## config.mk

```make
export PLATFORM = sky130hd
export DESIGN_NAME = frame_buffer_scheduler_flat
export DESIGN_NICKNAME = d
export VERILOG_FILES = /design/src/rtl/frame_buffer_scheduler_if.sv /design/src/rtl/frame_buffer_scheduler.sv /design/src/flat_wrapper.sv
export SDC_FILE = /design/constraint.sdc
export NUM_CORES = 1
export LEC_CHECK = 0
export CORE_ASPECT_RATIO = 1.5
export CORE_MARGIN = 3
export CORE_UTILIZATION = 34
export DETAILED_ROUTE_END_ITERATION = 7
export SETUP_SLACK_MARGIN = 0.15
export SKIP_LAST_GASP = 1
export SYNTH_ARGS = -nofsm -noshare
export SYNTH_HDL_FRONTEND = slang
export SYNTH_SLANG_ARGS = --single-unit
```

## constraint.sdc

```tcl
create_clock -name ACLK -period 5.2 [get_ports ACLK]
set_input_delay 1.3 -clock ACLK [delete_from_list [all_inputs] [get_ports ACLK]]
set_output_delay 1.3 -clock ACLK [all_outputs]
set_load 0.005 [all_outputs]
```

## src/rtl/frame_buffer_scheduler_if.sv

```systemverilog
// Burst command channel between the frame buffer scheduler and the AXI4
// burst engine. One command is outstanding at a time; cmd_done closes it.
//
// Handshake: cmd_valid/cmd_ready follow strict valid/ready rules. Once
// cmd_valid is high, cmd_write and cmd_addr stay stable and cmd_valid
// stays high until the cycle in which cmd_valid && cmd_ready, which is
// the transfer. cmd_done is a one-cycle pulse that needs no ready.
interface frame_buffer_scheduler_if #(
  parameter int ADDR_WIDTH = 49
);
  logic                  cmd_valid;
  logic                  cmd_ready;
  logic                  cmd_write;
  logic [ADDR_WIDTH-1:0] cmd_addr;
  logic [7:0]            cmd_len;
  logic                  cmd_done;

  modport master (
    output cmd_valid, cmd_write, cmd_addr, cmd_len,
    input  cmd_ready, cmd_done
  );

  modport slave (
    input  cmd_valid, cmd_write, cmd_addr, cmd_len,
    output cmd_ready, cmd_done
  );
endinterface

```

## src/rtl/frame_buffer_scheduler.sv

```systemverilog
// Frame buffer scheduler: arbitrates write bursts (drain the camera write
// FIFO) against read bursts (refill the delayed-video read FIFO). It
// generates burst addresses inside two ping-pong frame regions, so the read
// side always reads the last completed frame and never the one being written.
module frame_buffer_scheduler #(
  parameter int                    ADDR_WIDTH  = 49,
  parameter logic [ADDR_WIDTH-1:0] BASE_ADDR   = '0,
  parameter int                    FRAME_BYTES = 33177600,
  parameter int                    BURST_LEN   = 16,
  parameter int                    BEAT_BYTES  = 16,
  parameter int                    FIFO_DEPTH  = 4096,
  parameter int                    WR_URGENT   = 3072
) (
  input  logic                      ACLK,
  input  logic                      ARESET,
  input  logic [11:0]               wr_fifo_count,
  input  logic [11:0]               rd_fifo_count,
  input  logic                      frame_start_wr,
  input  logic                      frame_start_rd,
  frame_buffer_scheduler_if.master  cmd,
  output logic                      wr_buf,
  output logic                      rd_buf,
  output logic                      overflow_err,
  output logic [3:0]                status
);

  localparam int                    BURST_BYTES = BURST_LEN * BEAT_BYTES;
  localparam logic [ADDR_WIDTH-1:0] BURST_A     = ADDR_WIDTH'(BURST_BYTES);
  localparam logic [ADDR_WIDTH-1:0] FRAME_A     = ADDR_WIDTH'(FRAME_BYTES);
  // FIFO level arithmetic runs in 13 bits so that depth - count cannot wrap.
  localparam logic [12:0]           DEPTH13     = 13'(FIFO_DEPTH);
  localparam logic [12:0]           BLEN13      = 13'(BURST_LEN);
  localparam logic [12:0]           URGENT13    = 13'(WR_URGENT);
  localparam logic [12:0]           OVF13       = 13'(FIFO_DEPTH - 1);

  typedef enum logic [1:0] {
    S_IDLE  = 2'd0,
    S_ARB   = 2'd1,
    S_ISSUE = 2'd2,
    S_WAIT  = 2'd3
  } state_t;

  state_t                state_q, state_d;
  logic                  cmd_valid_q, cmd_valid_d;
  logic                  cmd_write_q, cmd_write_d;
  logic [ADDR_WIDTH-1:0] cmd_addr_q, cmd_addr_d;
  logic                  wr_buf_q, wr_buf_d;
  logic                  rd_buf_q, rd_buf_d;
  logic [ADDR_WIDTH-1:0] wr_off_q, wr_off_d;
  logic [ADDR_WIDTH-1:0] rd_off_q, rd_off_d;
  logic                  wr_done_q, wr_done_d;
  logic                  rd_done_q, rd_done_d;
  logic                  pend_wr_q, pend_wr_d;
  logic                  pend_rd_q, pend_rd_d;
  logic                  last_wr_q, last_wr_d;
  logic                  overflow_q, overflow_d;

  logic                  wr_ok, rd_ok;
  logic                  gnt_wr, gnt_rd;
  logic                  sel_buf;
  logic [ADDR_WIDTH-1:0] sel_off;
  logic [ADDR_WIDTH-1:0] wr_nxt, rd_nxt;

  // Request qualification from FIFO levels and per-side frame progress.
  always_comb begin
    wr_ok = !wr_done_q && ({1'b0, wr_fifo_count} >= BLEN13);
    rd_ok = !rd_done_q && ((DEPTH13 - {1'b0, rd_fifo_count}) >= BLEN13);
  end

  // Next-state logic: frame-start bookkeeping, arbitration, offset advance.
  always_comb begin
    state_d     = state_q;
    cmd_valid_d = cmd_valid_q;
    cmd_write_d = cmd_write_q;
    cmd_addr_d  = cmd_addr_q;
    wr_buf_d    = wr_buf_q;
    rd_buf_d    = rd_buf_q;
    wr_off_d    = wr_off_q;
    rd_off_d    = rd_off_q;
    wr_done_d   = wr_done_q;
    rd_done_d   = rd_done_q;
    last_wr_d   = last_wr_q;
    pend_wr_d   = pend_wr_q | frame_start_wr;
    pend_rd_d   = pend_rd_q | frame_start_rd;
    overflow_d  = overflow_q | ({1'b0, wr_fifo_count} >= OVF13);
    gnt_wr      = 1'b0;
    gnt_rd      = 1'b0;
    sel_buf     = 1'b0;
    sel_off     = '0;
    wr_nxt      = wr_off_q + BURST_A;
    rd_nxt      = rd_off_q + BURST_A;

    unique case (state_q)
      S_IDLE: begin
        // The write update goes first, so the read side picks up the buffer
        // that has just completed (the complement of the new write buffer).
        if (pend_wr_q) begin
          wr_buf_d  = ~wr_buf_q;
          wr_off_d  = '0;
          wr_done_d = 1'b0;
          pend_wr_d = frame_start_wr;
        end
        if (pend_rd_q) begin
          rd_buf_d  = ~wr_buf_d;
          rd_off_d  = '0;
          rd_done_d = 1'b0;
          pend_rd_d = frame_start_rd;
        end
        state_d = S_ARB;
      end

      S_ARB: begin
        if (({1'b0, wr_fifo_count} >= URGENT13) && wr_ok) begin
          gnt_wr = 1'b1;
        end else if (wr_ok && rd_ok) begin
          gnt_wr = !last_wr_q;
          gnt_rd = last_wr_q;
        end else begin
          gnt_wr = wr_ok;
          gnt_rd = rd_ok;
        end
        sel_buf = gnt_wr ? wr_buf_q : rd_buf_q;
        sel_off = gnt_wr ? wr_off_q : rd_off_q;
        if (gnt_wr || gnt_rd) begin
          cmd_write_d = gnt_wr;
          cmd_addr_d  = BASE_ADDR + (sel_buf ? FRAME_A : '0) + sel_off;
          cmd_valid_d = 1'b1;
          last_wr_d   = gnt_wr;
          state_d     = S_ISSUE;
        end else begin
          state_d = S_IDLE;
        end
      end

      S_ISSUE: begin
        if (cmd_valid_q && cmd.cmd_ready) begin
          cmd_valid_d = 1'b0;
          state_d     = S_WAIT;
        end
      end

      S_WAIT: begin
        if (cmd.cmd_done) begin
          if (cmd_write_q) begin
            if (wr_nxt == FRAME_A) begin
              wr_off_d  = '0;
              wr_done_d = 1'b1;
            end else begin
              wr_off_d = wr_nxt;
            end
          end else begin
            if (rd_nxt == FRAME_A) begin
              rd_off_d  = '0;
              rd_done_d = 1'b1;
            end else begin
              rd_off_d = rd_nxt;
            end
          end
          state_d = S_IDLE;
        end
      end

      default: state_d = S_IDLE;
    endcase
  end

  // State registers; reset leaves both sides idle until their first frame start.
  always_ff @(posedge ACLK or posedge ARESET) begin
    if (ARESET) begin
      state_q     <= S_IDLE;
      cmd_valid_q <= 1'b0;
      cmd_write_q <= 1'b0;
      cmd_addr_q  <= BASE_ADDR;
      wr_buf_q    <= 1'b0;
      rd_buf_q    <= 1'b1;
      wr_off_q    <= '0;
      rd_off_q    <= '0;
      wr_done_q   <= 1'b1;
      rd_done_q   <= 1'b1;
      pend_wr_q   <= 1'b0;
      pend_rd_q   <= 1'b0;
      last_wr_q   <= 1'b0;
      overflow_q  <= 1'b0;
    end else begin
      state_q     <= state_d;
      cmd_valid_q <= cmd_valid_d;
      cmd_write_q <= cmd_write_d;
      cmd_addr_q  <= cmd_addr_d;
      wr_buf_q    <= wr_buf_d;
      rd_buf_q    <= rd_buf_d;
      wr_off_q    <= wr_off_d;
      rd_off_q    <= rd_off_d;
      wr_done_q   <= wr_done_d;
      rd_done_q   <= rd_done_d;
      pend_wr_q   <= pend_wr_d;
      pend_rd_q   <= pend_rd_d;
      last_wr_q   <= last_wr_d;
      overflow_q  <= overflow_d;
    end
  end

  // Output mapping; status exposes the FSM state alongside the frame-done flags.
  always_comb begin
    cmd.cmd_valid = cmd_valid_q;
    cmd.cmd_write = cmd_write_q;
    cmd.cmd_addr  = cmd_addr_q;
    cmd.cmd_len   = 8'(BURST_LEN - 1);
    wr_buf        = wr_buf_q;
    rd_buf        = rd_buf_q;
    overflow_err  = overflow_q;
    status        = {state_q, wr_done_q, rd_done_q};
  end

endmodule
```

## src/flat_wrapper.sv

```systemverilog
// flat-port wrapper written by rule: the top's interface ports become plain ports
module frame_buffer_scheduler_flat 
#(
  parameter int                    ADDR_WIDTH  = 49,
  parameter logic [ADDR_WIDTH-1:0] BASE_ADDR   = '0,
  parameter int                    FRAME_BYTES = 33177600,
  parameter int                    BURST_LEN   = 16,
  parameter int                    BEAT_BYTES  = 16,
  parameter int                    FIFO_DEPTH  = 4096,
  parameter int                    WR_URGENT   = 3072
)
  (ACLK, ARESET, wr_fifo_count, rd_fifo_count, frame_start_wr, frame_start_rd, wr_buf, rd_buf, overflow_err, status, cmd_cmd_valid, cmd_cmd_write, cmd_cmd_addr, cmd_cmd_len, cmd_cmd_ready, cmd_cmd_done);
  frame_buffer_scheduler_if #(.ADDR_WIDTH(ADDR_WIDTH)) cmd_i ();
  input  logic ACLK;
  input  logic ARESET;
  input  logic [11:0] wr_fifo_count;
  input  logic [11:0] rd_fifo_count;
  input  logic frame_start_wr;
  input  logic frame_start_rd;
  output logic wr_buf;
  output logic rd_buf;
  output logic overflow_err;
  output logic [3:0] status;
  output wire logic [$bits(cmd_i.cmd_valid)-1:0] cmd_cmd_valid;
  output wire logic [$bits(cmd_i.cmd_write)-1:0] cmd_cmd_write;
  output wire logic [$bits(cmd_i.cmd_addr)-1:0] cmd_cmd_addr;
  output wire logic [$bits(cmd_i.cmd_len)-1:0] cmd_cmd_len;
  input wire logic [$bits(cmd_i.cmd_ready)-1:0] cmd_cmd_ready;
  input wire logic [$bits(cmd_i.cmd_done)-1:0] cmd_cmd_done;
  assign cmd_cmd_valid = cmd_i.cmd_valid;
  assign cmd_cmd_write = cmd_i.cmd_write;
  assign cmd_cmd_addr = cmd_i.cmd_addr;
  assign cmd_cmd_len = cmd_i.cmd_len;
  assign cmd_i.cmd_ready = cmd_cmd_ready;
  assign cmd_i.cmd_done = cmd_cmd_done;
  frame_buffer_scheduler #(.ADDR_WIDTH(ADDR_WIDTH), .BASE_ADDR(BASE_ADDR), .FRAME_BYTES(FRAME_BYTES), .BURST_LEN(BURST_LEN), .BEAT_BYTES(BEAT_BYTES), .FIFO_DEPTH(FIFO_DEPTH), .WR_URGENT(WR_URGENT)) u_core (.ACLK(ACLK), .ARESET(ARESET), .wr_fifo_count(wr_fifo_count), .rd_fifo_count(rd_fifo_count), .frame_start_wr(frame_start_wr), .frame_start_rd(frame_start_rd), .cmd(cmd_i), .wr_buf(wr_buf), .rd_buf(rd_buf), .overflow_err(overflow_err), .status(status));
endmodule
```

; ---- Word-level counts from Yosys, hierarchy flattened
; Cells that the tools add are included.
[totals]
regBits = 158
in_bits = 30
out_inout_bits = 66
word_cells = 102
[classes]
add_sub_neg = 4
order_cmp = 4
eq_ne = 14
muxes = 42
n_bitwise = 5
n_reduce_logical = 20
[op_table]
columns = operator, n
row1 = 2-to-1 mux 49 bit, 9
row2 = case mux 49 bit (2 select lines), 2
row3 = "adder 49 x 9 -> 49 bit, second input constant", 2
row4 = "== test 49 x 25 -> 1 bit, second input constant", 2
row5 = adder 49 bit, 1
row6 = 2-to-1 mux 25 bit, 1
row7 = ">= comparator 12 bit, second input constant", 2
row8 = 2-to-1 mux 1 bit, 23
row9 = "inequality test 2 x 1 -> 1 bit, second input constant", 7
row10 = ">= comparator 13 x 5 -> 1 bit, second input constant", 1
row11 = "subtractor 13 x 12 -> 13 bit, first input constant", 1
row12 = ">= comparator 12 x 5 -> 1 bit, second input constant", 1
row13 = AND reduction 5 bit, 2
row14 = case mux 2 bit (4 select lines), 1
row15 = AND reduction 4 bit, 2
row16 = 2-to-1 mux 2 bit, 3
row17 = case mux 1 bit (2 select lines), 3
row18 = AND reduction 2 bit, 3
row19 = logical AND 1 bit, 5
row20 = "== test 2 bit, second input constant", 2
row21 = "inequality test 2 bit, second input constant", 2
row22 = nonzero test 2 bit, 2
row23 = logical NOT 1 bit, 3
row24 = bitwise OR 1 bit, 3
row25 = other kinds (5), 6

; ---- Depth between registers and ports, before layout
[depth]
depth_word = 10
ltp_mapped = 20
depth_no_buf = 15

; ---- Worst setup path after synthesis
; Ideal clock, no wire load.
[synth_path]
path_type = input-to-reg
start = in wr_fifo_count[10]
end = reg u_core.cmd_addr_q[33] (netlist: u_core.cmd.cmd_addr[33])
setup_ns = 0.133
t_arrival_ns = 5.650
required_ns = 5.067
slack_ns = -0.583
stages = 19
n_path_buf = 5
cell_sequence = and2_1 > or2_2 > o21ai_1 > clkbuf_1 > buf_1 > clkbuf_1 > clkbuf_1 > nand2_1 > nand2_1 > ha_1 > nand3_1 > a211o_1 > a32oi_1 > o21ai_0 > o31ai_1 > clkbuf_1 > o2111ai_1 > xnor2_1 > o21ai_0
[synth_between]
elab_chain_len = 9
elab_cells_between_ends = 17
cone_classes = add/sub (1) / order compare (2) / mux (9) / reduce/logical (5)
[synth_rtl]
columns = element, line
row1 = start: declaration, flat_wrapper.sv:16  ; input logic [11:0] wr_fifo_count;
row2 = >= comparator 12 x 5 -> 1 bit, frame_buffer_scheduler.sv:66  ; wr_ok = !wr_done_q && ({1'b0, wr_fifo_count} >= BLEN13);
row3 = logical AND 1 bit, frame_buffer_scheduler.sv:66
row4 = logical AND 1 bit, frame_buffer_scheduler.sv:115  ; end else if (wr_ok && rd_ok) begin
row5 = 2-to-1 mux 1 bit, frame_buffer_scheduler.sv:115
row6 = 2-to-1 mux 1 bit, frame_buffer_scheduler.sv:113  ; if (({1'b0, wr_fifo_count} >= URGENT13) && wr_ok) begin
row7 = 2-to-1 mux 1 bit, frame_buffer_scheduler.sv:93  ; unique case (state_q)
row8 = 2-to-1 mux 1 bit, frame_buffer_scheduler.sv:122  ; sel_buf = gnt_wr ? wr_buf_q : rd_buf_q;
row9 = 2-to-1 mux 25 bit, frame_buffer_scheduler.sv:126  ; cmd_addr_d = BASE_ADDR + (sel_buf ? FRAME_A : '0) + sel_off;
row10 = adder 49 bit, frame_buffer_scheduler.sv:126
row11 = end signal: assignment, frame_buffer_scheduler.sv:188  ; cmd_addr_q <= cmd_addr_d;
row12 = end: declaration, frame_buffer_scheduler.sv:46  ; logic [ADDR_WIDTH-1:0] cmd_addr_q, cmd_addr_d;
; Several ways; a longest one is shown, not always the timed one. The select of a mux whose other input is x is not followed.
; A chain may end at the register's enable or synchronous reset.

; ---- Worst setup path after layout
[layout_path]
start = in wr_fifo_count[7]
end = reg u_core.cmd_addr_q[34] (netlist: u_core.cmd.cmd_addr[34])
; Same word-level chain as after synthesis.

==> results_dict.tcl <==
set metrics [dict create \
    cp_data_arrival_time_ns 5.07 \
    cts-root-buf "clkbuf_16" \
    fin_crit_sh_pct 91.0 \
    num_vias 10300 \
    grt_pass1_vias 9683 \
    ys_seq_area_share_pct 32.6 \
    place_inst 1719 \
    start_util_pct 34.7 \
    viasPerCell 5.90 \
    drt-wirelength-per-cell_um 20.1 \
    grt_pass1_wl_mm 55.6 \
    firstDrtPassIters 5 \
    clk_latency_ns 0.45 \
    die_w_um 148 \
    gp_congestion 0.961 \
    end_kind "register" \
    overflow 0 \
    drive_gt1_share_pct 6.79 \
    area_growth_pct 15.5 \
    synthesis.area_um2 10300 \
    grt.total_usage_pct 21.6 \
    num_antenna_cells 0 \
    antenna_found_initial 0 \
    design.portCount 96 \
    status "finished clean" \
    multi_input_area_um2 6350 \
    worst_ir_drop_vdd_mv 0.211 \
    final_max_slew_viol_count 0 \
    yosysTopAreaCell "dfrtp_1" \
    setup_viol 0 \
    yosys_warnings 0 \
    synth_flop_cell "dfrtp_1" \
    synth_top_area_share_pct 31.8 \
    cts_tree "built" \
    path_clk_slew_ns 0.06 \
    drc 0 \
    maxCapViolCount 0 \
    finalNonFillerCells 1750 \
    core.rowCount 77 \
    drt_wl_total_mm 35.1 \
    grt_max_degree 94 \
    path_max_fanout 6 \
    cts_sinks 134 \
    p_per_area_nw_per_um2 323 \
    slew_headroom_pct 39.1 \
    die_h_um 219 \
    drtAntennaViolNets 0 \
    coreArea_um2 29700 \
    critPathLaunchType "input pin" \
    dieArea_um2 32500 \
    drt_iter0_markers 1083 \
    skew_ns 0.0124 \
    fin_nets 1390 \
    cts_max_level 4 \
    rsz0062_at_grt "false" \
    total_power_uw 3840 \
    hold_violations 0 \
    rrSetupSlack_ns 1.07 \
    cts_buffers 17 \
    syn_area_per_cell_um2 7.71 \
    period_needed_ns 4.73 \
    final-seq-area_um2 3360 \
    syn_inst 1336 \
    crit_type "in2reg" \
    fillCellCount 3078 \
    leakagePower_uw 0.00458 \
    hold_buffers 0 \
    synthTopCellsByArea "dfrtp_1 32%, nand2_1 8.1%, nand3_1 4.5%" \
    critical_path_required_ns 5.53 \
    synth_edf_count 0 \
    max_freq_mhz 211 \
    ys_types 81 \
    hold_slack_ns 0.476 \
    clockBufferDepth 2 \
    hold_class "reg2reg" \
    async_flop_share_pct 100 \
    worst_pin_slew_ns 0.905 \
    dp_hpwl_mm 25.8 \
    io_buffers 79 \
    synth_seq_cells 134 \
]
## flip-flops by register name (all words and copies together) (netlist names)
| name | count |
|---|---|
| u_core.overflow_err | 1 |
| u_core.pend_rd_q | 1 |
| u_core.wr_done_q | 1 |
| u_core.rd_buf | 1 |
| u_core.wr_off_q | 41 |
| u_core.cmd.cmd_addr | 41 |
| u_core.state_q | 2 |
| u_core.cmd.cmd_valid | 1 |
| u_core.cmd.cmd_write | 1 |
| u_core.pend_wr_q | 1 |
| u_core.rd_done_q | 1 |
| u_core.wr_buf | 1 |
| u_core.rd_off_q | 41 |
## critical path, stage by stage
cell	delay (ns)
clkdlybuf4s50_1	0.43
nor4_1	0.52
a21o_1	0.25
a21oi_4	0.06
nand2_1	0.11
nand2_2	0.13
ha_1	0.27
ha_1	0.22
and2_1	0.16
o2111a_1	0.13
a311o_1	0.39
a211oi_4	0.38
or2_1	0.26
nor2_1	0.09
xnor2_1	0.12
o311ai_0	0.26
## cells in the mapped netlist, types with 6 or more instances
| master | instances |
|---|---|
| nor2_1 | 76 |
| o211ai_1 | 7 |
| and4_1 | 15 |
| nor4b_1 | 7 |
| a22o_1 | 12 |
| or3_1 | 20 |
| xnor2_1 | 26 |
| o31ai_1 | 11 |
| a211o_1 | 6 |
| buf_2 | 19 |
| o21ai_1 | 9 |
| o21ai_0 | 88 |
| inv_1 | 24 |
| ha_1 | 16 |
| nor3_1 | 39 |
| nand2_1 | 221 |
| dfrtp_1 | 131 |
| buf_4 | 21 |
| a31oi_1 | 31 |
| clkbuf_1 | 92 |
| and2_1 | 11 |
| o22ai_1 | 6 |
| or4_1 | 11 |
| nor2b_1 | 6 |
| o311ai_0 | 16 |
| mux2i_1 | 27 |
| nand3_1 | 92 |
| a21o_1 | 12 |
| nand3b_1 | 6 |
| o2bb2ai_1 | 6 |
| nand4_1 | 51 |
| nand2b_1 | 12 |
| nor4_1 | 19 |
| and3_1 | 25 |
| a21oi_1 | 46 |
| xor2_1 | 24 |
## cells in the final DEF (no fill, tap or decap), types with 12 or more instances in the layout
master | synthesis | final
a31oi_1 | 31 | 31
buf_4 | 21 | 32
inv_1 | 24 | 23
ha_1 | 16 | 16
conb_1 | 2 | 16
nor3_1 | 39 | 38
mux2i_1 | 27 | 27
and3_1 | 25 | 25
nor2_1 | 76 | 75
clkdlybuf4s50_1 | 0 | 79
a21oi_1 | 46 | 45
xor2_1 | 24 | 24
nand3_1 | 92 | 92
nand4_1 | 51 | 51
a22o_1 | 12 | 12
o311ai_0 | 16 | 16
or3_1 | 20 | 19
nand2_1 | 221 | 219
a21o_1 | 12 | 12
o21ai_0 | 88 | 88
nand2b_1 | 12 | 12
and4_1 | 15 | 15
nor4_1 | 19 | 19
dfrtp_1 | 131 | 131
clkbuf_16 | 0 | 17
xnor2_1 | 26 | 26
## layout make-up
cell class	count	share of cell area (%)
multi-input cells	1055	53.4
flip-flops and latches	134	28.2
clock inverters	4	0.589
well taps	395	4.15
clock buffers	26	4.11
repair buffers	112	8.76
inverters	24	0.799
## what timing repair did
item,4_1_cts,5_1_grt
setup endpoints to repair,0,6
resized for setup,0,3
setup buffers,0,1
## final timing paths
path                       cells past startpoint               startpoint                       to
setup / recovery                              16         wr_fifo_count[7]  u_core.cmd.cmd_addr[34]
hold / removal                                 2  u_core.cmd.cmd_addr[33]  u_core.cmd.cmd_addr[33]
setup reg to reg                              10      u_core.rd_off_q[17]      u_core.rd_off_q[42]
hold reg to reg                                2  u_core.cmd.cmd_addr[33]  u_core.cmd.cmd_addr[33]
max in group asynchronous                      3                   ARESET  u_core.cmd.cmd_addr[37]
min in group asynchronous                      2                   ARESET      u_core.wr_off_q[11]
## metrics by stage
step / setup TNS (ns) / worst slack [ns] / utilization, % / instance area, um^2
after global placement: -0.0683 / -0.0683 / 38.1 / 11300
after detailed placement: -0.258 / -0.109 / 38.1 / 11300
after floorplan: 0 / 0.164 / - / 10400
final: 0 / 0.467 / 40.1 / 11900
after global routing: 0 / 0.182 / 40.1 / 11900
after CTS: 0 / 0.321 / 40.0 / 11900
## kinds of logic (layout without fill, tap and decap cells)
kind of cell / Yosys count / after routing / synth area share [%]
AND/OR/NAND/NOR: 643 / 643 / 32.1
XOR/XNOR: 50 / 50 / 4.25
other: 2 / 16 / 0.0729
buffers and inverters: 161 / 166 / 6.94
flip-flops: 134 / 134 / 32.6
adder cells (fa/ha/maj): 17 / 17 / 2.04
multiplexers: 28 / 28 / 2.73
AO/OA/AOI/OAI: 301 / 301 / 19.3
## power breakdown
part           internal (uW)  switching [uW]  total [uW]
clock                    737             468        1210
combinational            449             952        1400
sequential              1140            99.1        1240
total                   2320            1520        3840
## routing by layer
layer | share of wire [%] | vias to the layer above | GRT usage, %
met5 | 0 | - | 0
met4 | 3.7 | 0 | 9.12
met3 | 4.8 | 82 | 3.06
met2 | 51 | 385 | 37.8
met1 | 40 | 4981 | 26.5
li1 | - | 4880 | -
Note: power is estimated with default switching activity, not from simulation.
